## src/rtl/mem_access_pkg.sv

```systemverilog
// mem_access_pkg: shared state encoding, strobe width and word-alignment helpers
// for the data-memory responder and its lane-mask helper.
package mem_access_pkg;

    typedef enum logic [1:0] {
        ST_IDLE  = 2'd0,
        ST_WRITE = 2'd1,
        ST_READ  = 2'd2,
        ST_DONE  = 2'd3
    } state_t;

    localparam int          STRB_W    = 4;
    localparam logic [31:0] WORD_MASK = 32'hFFFF_FFFC;

    function automatic logic [31:0] word_addr(input logic [31:0] a);
        return a & WORD_MASK;
    endfunction

endpackage

```

## src/rtl/mem_lane_mask.sv

```systemverilog
// mem_lane_mask: zeroes every byte lane of a 32-bit word whose strobe bit is clear.
module mem_lane_mask
    import mem_access_pkg::*;
(
    input  logic [31:0]       i_data,
    input  logic [STRB_W-1:0] i_strb,
    output logic [31:0]       o_data
);

    for (genvar i = 0; i < STRB_W; i++) begin : g_lane
        assign o_data[8*i +: 8] = i_strb[i] ? i_data[8*i +: 8] : 8'h00;
    end

endmodule

```

## src/rtl/mem_access.sv

```systemverilog
// mem_access: load/store responder that runs the store phase, then the load phase,
// on a req/ack data bus, stalling the pipeline until the access completes.
module mem_access
    import mem_access_pkg::*;
#(
    parameter int TIMEOUT = 255
) (
    input  logic              i_clk,
    input  logic              i_rst_n,
    input  logic              i_flush,
    output logic              o_stall,
    input  logic              i_a_valid,
    input  logic [31:0]       i_a_load_addr,
    input  logic [STRB_W-1:0] i_a_load_strb,
    input  logic [31:0]       i_a_store_addr,
    input  logic [STRB_W-1:0] i_a_store_strb,
    input  logic [31:0]       i_a_store_data,
    output logic [31:0]       o_m_load_data,
    output logic [STRB_W-1:0] o_m_load_strb,
    output logic              o_m_err,
    output logic              o_wr_req,
    output logic [31:0]       o_wr_addr,
    output logic [STRB_W-1:0] o_wr_strb,
    output logic [31:0]       o_wr_data,
    input  logic              i_wr_ack,
    output logic              o_rd_req,
    output logic [31:0]       o_rd_addr,
    input  logic              i_rd_ack,
    input  logic [31:0]       i_rd_data
);

    localparam logic [7:0] TO = 8'(TIMEOUT);

    state_t            r_state, w_next;
    logic [31:0]       r_ld_addr, r_st_addr, r_st_data, r_ld_data;
    logic [STRB_W-1:0] r_ld_strb, r_st_strb, r_m_strb;
    logic [7:0]        r_cnt;
    logic              r_err;
    logic              w_accept, w_phase, w_ack, w_timeout;
    logic [31:0]       w_masked;

    mem_lane_mask u_mask (
        .i_data (i_rd_data),
        .i_strb (r_ld_strb),
        .o_data (w_masked)
    );

    assign w_accept  = r_state == ST_IDLE && i_a_valid && !i_flush
                       && (|i_a_store_strb || |i_a_load_strb);
    assign w_phase   = r_state == ST_WRITE || r_state == ST_READ;
    assign w_ack     = (r_state == ST_WRITE && i_wr_ack) || (r_state == ST_READ && i_rd_ack);
    assign w_timeout = w_phase && !w_ack && r_cnt == TO;

    always_comb begin
        w_next = r_state;
        case (r_state)
            ST_IDLE:  w_next = !w_accept ? ST_IDLE : (|i_a_store_strb ? ST_WRITE : ST_READ);
            ST_WRITE: w_next = w_ack ? (|r_ld_strb ? ST_READ : ST_DONE) : (w_timeout ? ST_DONE : ST_WRITE);
            ST_READ:  w_next = (w_ack || w_timeout) ? ST_DONE : ST_READ;
            ST_DONE:  w_next = ST_IDLE;
            default:  w_next = ST_IDLE;
        endcase
    end

    always_ff @(posedge i_clk or negedge i_rst_n) begin
        if (!i_rst_n) r_state <= ST_IDLE;
        else          r_state <= w_next;
    end

    always_ff @(posedge i_clk or negedge i_rst_n) begin
        if (!i_rst_n) begin
            r_ld_addr <= '0;
            r_st_addr <= '0;
            r_st_data <= '0;
            r_ld_strb <= '0;
            r_st_strb <= '0;
            r_ld_data <= '0;
            r_m_strb  <= '0;
            r_cnt     <= '0;
            r_err     <= 1'b0;
        end else begin
            r_err <= w_timeout;
            r_cnt <= (w_phase && w_next == r_state) ? r_cnt + 8'd1 : 8'd0;
            if (w_accept) begin
                r_ld_addr <= i_a_load_addr;
                r_st_addr <= i_a_store_addr;
                r_st_data <= i_a_store_data;
                r_ld_strb <= i_a_load_strb;
                r_st_strb <= i_a_store_strb;
            end
            // Result is cleared while idle so a timed-out access reports zeros.
            if (r_state == ST_IDLE) begin
                r_ld_data <= '0;
                r_m_strb  <= '0;
            end else if (r_state == ST_READ && i_rd_ack) begin
                r_ld_data <= w_masked;
                r_m_strb  <= r_ld_strb;
            end
        end
    end

    assign o_stall       = i_rst_n && (w_accept || w_phase);
    assign o_wr_req      = r_state == ST_WRITE;
    assign o_rd_req      = r_state == ST_READ;
    assign o_wr_addr     = word_addr(r_st_addr);
    assign o_wr_strb     = r_st_strb;
    assign o_wr_data     = r_st_data;
    assign o_rd_addr     = word_addr(r_ld_addr);
    assign o_m_load_data = r_ld_data;
    assign o_m_load_strb = r_m_strb;
    assign o_m_err       = r_err;

endmodule

```

## config.mk

```make
export PLATFORM = sky130hd
export DESIGN_NAME = mem_access
export DESIGN_NICKNAME = d
export VERILOG_FILES = /design/src/rtl/mem_access_pkg.sv /design/src/rtl/mem_lane_mask.sv /design/src/rtl/mem_access.sv
export SDC_FILE = /design/constraint.sdc
export NUM_CORES = 1
export LEC_CHECK = 0
export ABC_AREA = 1
export BUFFER_PORTS_ARGS = -buffer_cell sky130_fd_sc_hd__buf_2
export CAP_MARGIN = 20
export CORE_MARGIN = 2
export CORE_UTILIZATION = 42
export CTS_CLUSTER_DIAMETER = 120
export DETAILED_ROUTE_END_ITERATION = 12
export GPL_TIMING_DRIVEN = 1
export PLACE_DENSITY = 0.76
export SLEW_MARGIN = 20
export SYNTH_ARGS = -nofsm -noshare
export SYNTH_HDL_FRONTEND = slang
export SYNTH_SLANG_ARGS = --single-unit
export TNS_END_PERCENT = 20
```

## constraint.sdc

```tcl
create_clock -name i_clk -period 1.9 [get_ports i_clk]
set_input_delay 0.095 -clock i_clk [delete_from_list [all_inputs] [get_ports i_clk]]
set_output_delay 0.095 -clock i_clk [all_outputs]
set_load 0.05 [all_outputs]
```

==> PnR_summary.wiki <==
{| class="wikitable"
! Metric !! Value
|-
| Detailed-placement wirelength estimate || 10.6 mm
|-
| Overall overflow remaining after global route || 0
|-
| Fraction of final layout cells sized beyond drive strength 1 || 0.444
|-
| Register area share after synthesis || 0.621
|-
| Post-synth EDFFs || 0
|-
| Area of the die || 15100 sq um
|-
| Routed length per placed instance || around 17 um
|-
| Highest routed layer || met4
|-
| Buffer levels on the longest clock path || 2
|-
| Starting density of the core || 0.428
|-
| TritonCTS clock tree || built
|-
| Area share of the leading cell type in the synthesized netlist || 0.621
|-
| Final worst path period share || 0.959
|-
| Category of the critical setup timing path || register to register
|-
| Worst hold slack after final layout || 0.0772 ns
|-
| Num ports || 282
|-
| Area added between synthesis and finish || 62.6%
|-
| Number of H-tree levels || 4
|-
| Clock transition at the register clock pins on the worst setup and hold paths after CTS || ~0.060 ns
|-
| Number of cells in the finished layout apart from fillers || 1080
|-
| Sum of routed wire length over all layers || 17.9 mm
|-
| Synth area leaders || sky130_fd_sc_hd__dfrtp_1 62%, sky130_fd_sc_hd__mux2_1 10%, sky130_fd_sc_hd__mux2_2 8.4%, sky130_fd_sc_hd__nand3_1 3.9%, sky130_fd_sc_hd__o21ai_0 3.1%
|-
| Crit start category || register
|-
| Run status || completed
|-
| Final standard cell utilization of the core || 0.697
|-
| Count of final hold-check violations || 0
|-
| Final GP Congestion || 0.746
|-
| Critical path peak fanout || 10
|-
| Number of nets in the finished design || 1036
|-
| Rows || 43
|-
| Largest net degree at the start of global routing || 89
|-
| Synthesized area || 5920 sq um
|-
| Number of register bits inferred by synthesis || 147
|-
| Post-Route Skew || 0.00898 ns
|-
| Overall track demand over capacity in global routing || 0.232
|-
| Post-placement cell count || 908
|-
| Clock insertion delay at the later pin of the skew report || 0.41 ns
|-
| IR Drop Worst-Case VDD || 0.00103 V
|-
| Antenna Violating Nets Remaining || 0
|-
| Antenna diodes || 0
|-
| Iteration-0 DRC Markers || 200
|-
| Port-buffer cells || 273
|-
| Ratio of total power to cell area || 1940 nW/um^2
|-
| Hold Crit Class || primary input to register
|-
| Via count of the first global-routing pass || about 5500
|-
| Via Count || 5190
|-
| Length of routed met3 wiring || between 1 and 1.5 mm
|-
| Number of different library cells in the post-synthesis netlist || 24
|-
| Filler Cell Count || a little over 900
|-
| Overall power || roughly 0.019 W
|-
| Mean instance size in the synthesized netlist || 12.9 sq um
|-
| Yosys warnings || 0
|-
| # setup viols final || 0
|-
| Max-cap violations || 0
|-
| Antenna violations before repair || 0
|-
| Final routed DRC violation total || 0
|-
| CP arrival || 2.11 ns
|-
| Cts bufs inserted || 17
|-
| Leakage Power || 4.85 nW
|-
| M1 WL || 6.56 mm
|-
| Number of sinks driven by the clock tree || about 150
|-
| Critical Path Sink Type || register
|-
| Final critical-path required period || around 1.8 ns
|-
| Floorplan Core Area || 13800 sq um
|-
| Wire length on met2 || slightly below 10 mm
|-
| Root Buffer Master || sky130_fd_sc_hd__clkbuf_16
|-
| Maximum clock rate || 549 MHz
|-
| Final Slew Violations || 0
|-
| Count of TritonRoute iterations in the first routing pass || 4
|-
| Average via count per standard cell || 4.81
|-
| Chip height || 123 um
|-
| Number of instances in the synthesized netlist || around 460
|-
| Data required, critical path || 2.19 ns
|-
| Most instantiated flip-flop cell in the synthesis netlist || sky130_fd_sc_hd__dfrtp_1
|-
| Cell accounting for the most synthesized area || sky130_fd_sc_hd__dfrtp_1
|-
| Global-route wire length before repair || 26.7 mm
|-
| Post-synthesis async set-or-reset flop share || 1.00
|-
| Die extent in x || 123 um
|}
==> worst paths after layout <==
kind	slack [ns]	start	cells past startpoint	to
setup / recovery	0.08	r_state[1]	9	r_st_addr[19]
hold / removal	0.08	i_wr_ack	6	o_m_err
setup reg to reg	0.08	r_state[1]	9	r_st_addr[19]
hold reg to reg	0.48	o_wr_data[21]	1	o_wr_data[21]
max in group asynchronous	0.96	i_rst_n	4	r_ld_strb[1]
min in group asynchronous	0.24	i_rst_n	3	r_st_addr[2]
==> critical path, stage by stage, from the launching register on <==
cell                      delay [ns]
sky130_fd_sc_hd__dfrtp_1        0.40
sky130_fd_sc_hd__inv_2          0.09
sky130_fd_sc_hd__ha_4           0.14
sky130_fd_sc_hd__nand2_2        0.07
sky130_fd_sc_hd__nor2_4         0.10
sky130_fd_sc_hd__nand2_1        0.09
sky130_fd_sc_hd__nand2_4        0.09
sky130_fd_sc_hd__buf_6          0.17
sky130_fd_sc_hd__buf_6          0.18
sky130_fd_sc_hd__mux2_1         0.35
==> registers in the layout (all words and copies together), names as in the netlist <==
name / cells
r_cnt: 8
r_st_addr: 30
r_ld_strb: 4
r_ld_addr: 30
o_m_err: 1
o_wr_data: 32
o_wr_strb: 4
o_m_load_strb: 4
r_state: 2
o_m_load_data: 32
==> routing by layer <==
metal  vias up  GRT usage
met1      2573      0.248
met3        36     0.0544
li1       2391          -
met4         0     0.0848
met5         -          0
met2       190      0.439
==> cell usage after synthesis, types with 2 or more instances <==
library cell               count
sky130_fd_sc_hd__buf_1         2
sky130_fd_sc_hd__buf_2         6
sky130_fd_sc_hd__buf_4         4
sky130_fd_sc_hd__buf_6         7
sky130_fd_sc_hd__clkbuf_1      4
sky130_fd_sc_hd__dfrtp_1     147
sky130_fd_sc_hd__ha_1          5
sky130_fd_sc_hd__inv_1        44
sky130_fd_sc_hd__mux2_1       53
sky130_fd_sc_hd__mux2_2       44
sky130_fd_sc_hd__nand2_1      29
sky130_fd_sc_hd__nand2_2       2
sky130_fd_sc_hd__nand2_4       2
sky130_fd_sc_hd__nand3_1      46
sky130_fd_sc_hd__nand3_2       2
sky130_fd_sc_hd__nor2_1        6
sky130_fd_sc_hd__nor2_2        2
sky130_fd_sc_hd__nor3_2        8
sky130_fd_sc_hd__o21ai_0      37
sky130_fd_sc_hd__xnor2_1       3
sky130_fd_sc_hd__xor2_1        3
==> where the power goes <==
group          internal, W  switching, W  leakage (nW)
Clock              0.00211       0.00124         0.288
Sequential         0.00453      0.000746          1.82
Combinational      0.00271       0.00732          2.75
==> final cells by class <==
type                       count  area (sq um)  area share
clock buffer                  20           457      0.0474
clock inverter                10           134      0.0139
inverter                      44           165      0.0171
multi-input combinational    248          2000       0.208
sequential                   147          3680       0.382
tap                          180           225      0.0234
timing repair buffer         431          2980       0.309
==> metrics by stage <==
step | cell area [sq um] | TNS, ns | setup slack (ns)
after floorplan | 5940 | 0 | 0.0843
after global placement | 7540 | 0 | 0.0428
after detailed placement | 7540 | -0.416 | -0.0320
after CTS | 9560 | 0 | 0.0163
after global routing | 9640 | -0.0812 | -0.0148
final | 9640 | 0 | 0.0774
==> repair_timing <==
action                     in CTS  in global routing
hold buffers                  134                  0
setup endpoints to repair      43                104
setup buffers                   7                  0
pin swaps                       3                  3
hold endpoints to repair      279                  0
cloned                          0                  1
resized for setup               9                 12
==> kinds of logic after synthesis <==
| group | count (synthesis) | synth area share |
|---|---|---|
| and+or+nand+nor | 98 | 0.0874 |
| DFF | 147 | 0.621 |
| adders and majority gates | 5 | 0.0106 |
| muxes | 97 | 0.184 |
| AOI/OAI and AO/OA | 38 | 0.0321 |
| xor gates and xnor gates | 6 | 0.00887 |
| buffers and inverters | 67 | 0.0551 |
| other | 1 | 0.000633 |
==> cells in the final DEF (no fill, tap or decap), types with 2 or more instances in the layout <==
| cell type | Yosys | routed |
|---|---|---|
| sky130_fd_sc_hd__o21ai_0 | 37 | 36 |
| sky130_fd_sc_hd__dlygate4sd3_1 | 0 | 133 |
| sky130_fd_sc_hd__o21ai_1 | 1 | 2 |
| sky130_fd_sc_hd__nand3_1 | 46 | 46 |
| sky130_fd_sc_hd__nand2_1 | 29 | 21 |
| sky130_fd_sc_hd__inv_2 | 0 | 2 |
| sky130_fd_sc_hd__inv_1 | 44 | 42 |
| sky130_fd_sc_hd__clkbuf_16 | 0 | 18 |
| sky130_fd_sc_hd__nor3_2 | 8 | 7 |
| sky130_fd_sc_hd__buf_12 | 0 | 4 |
| sky130_fd_sc_hd__buf_2 | 6 | 271 |
| sky130_fd_sc_hd__conb_1 | 1 | 4 |
| sky130_fd_sc_hd__buf_6 | 7 | 5 |
| sky130_fd_sc_hd__ha_4 | 0 | 2 |
| sky130_fd_sc_hd__clkinv_2 | 0 | 4 |
| sky130_fd_sc_hd__dfrtp_1 | 147 | 147 |
| sky130_fd_sc_hd__clkinvlp_4 | 0 | 2 |
| sky130_fd_sc_hd__nand3_2 | 2 | 2 |
| sky130_fd_sc_hd__bufinv_16 | 0 | 3 |
| sky130_fd_sc_hd__nor2_1 | 6 | 6 |
| sky130_fd_sc_hd__nand2_2 | 2 | 8 |
| sky130_fd_sc_hd__xor2_1 | 3 | 3 |
| sky130_fd_sc_hd__xnor2_1 | 3 | 3 |
| sky130_fd_sc_hd__buf_4 | 4 | 17 |
| sky130_fd_sc_hd__clkbuf_8 | 0 | 2 |
| sky130_fd_sc_hd__mux2_1 | 53 | 53 |
| sky130_fd_sc_hd__ha_1 | 5 | 2 |
| sky130_fd_sc_hd__mux2_2 | 44 | 44 |
| sky130_fd_sc_hd__nand2_4 | 2 | 4 |
No activity file was read; power rests on OpenSTA's default activity.
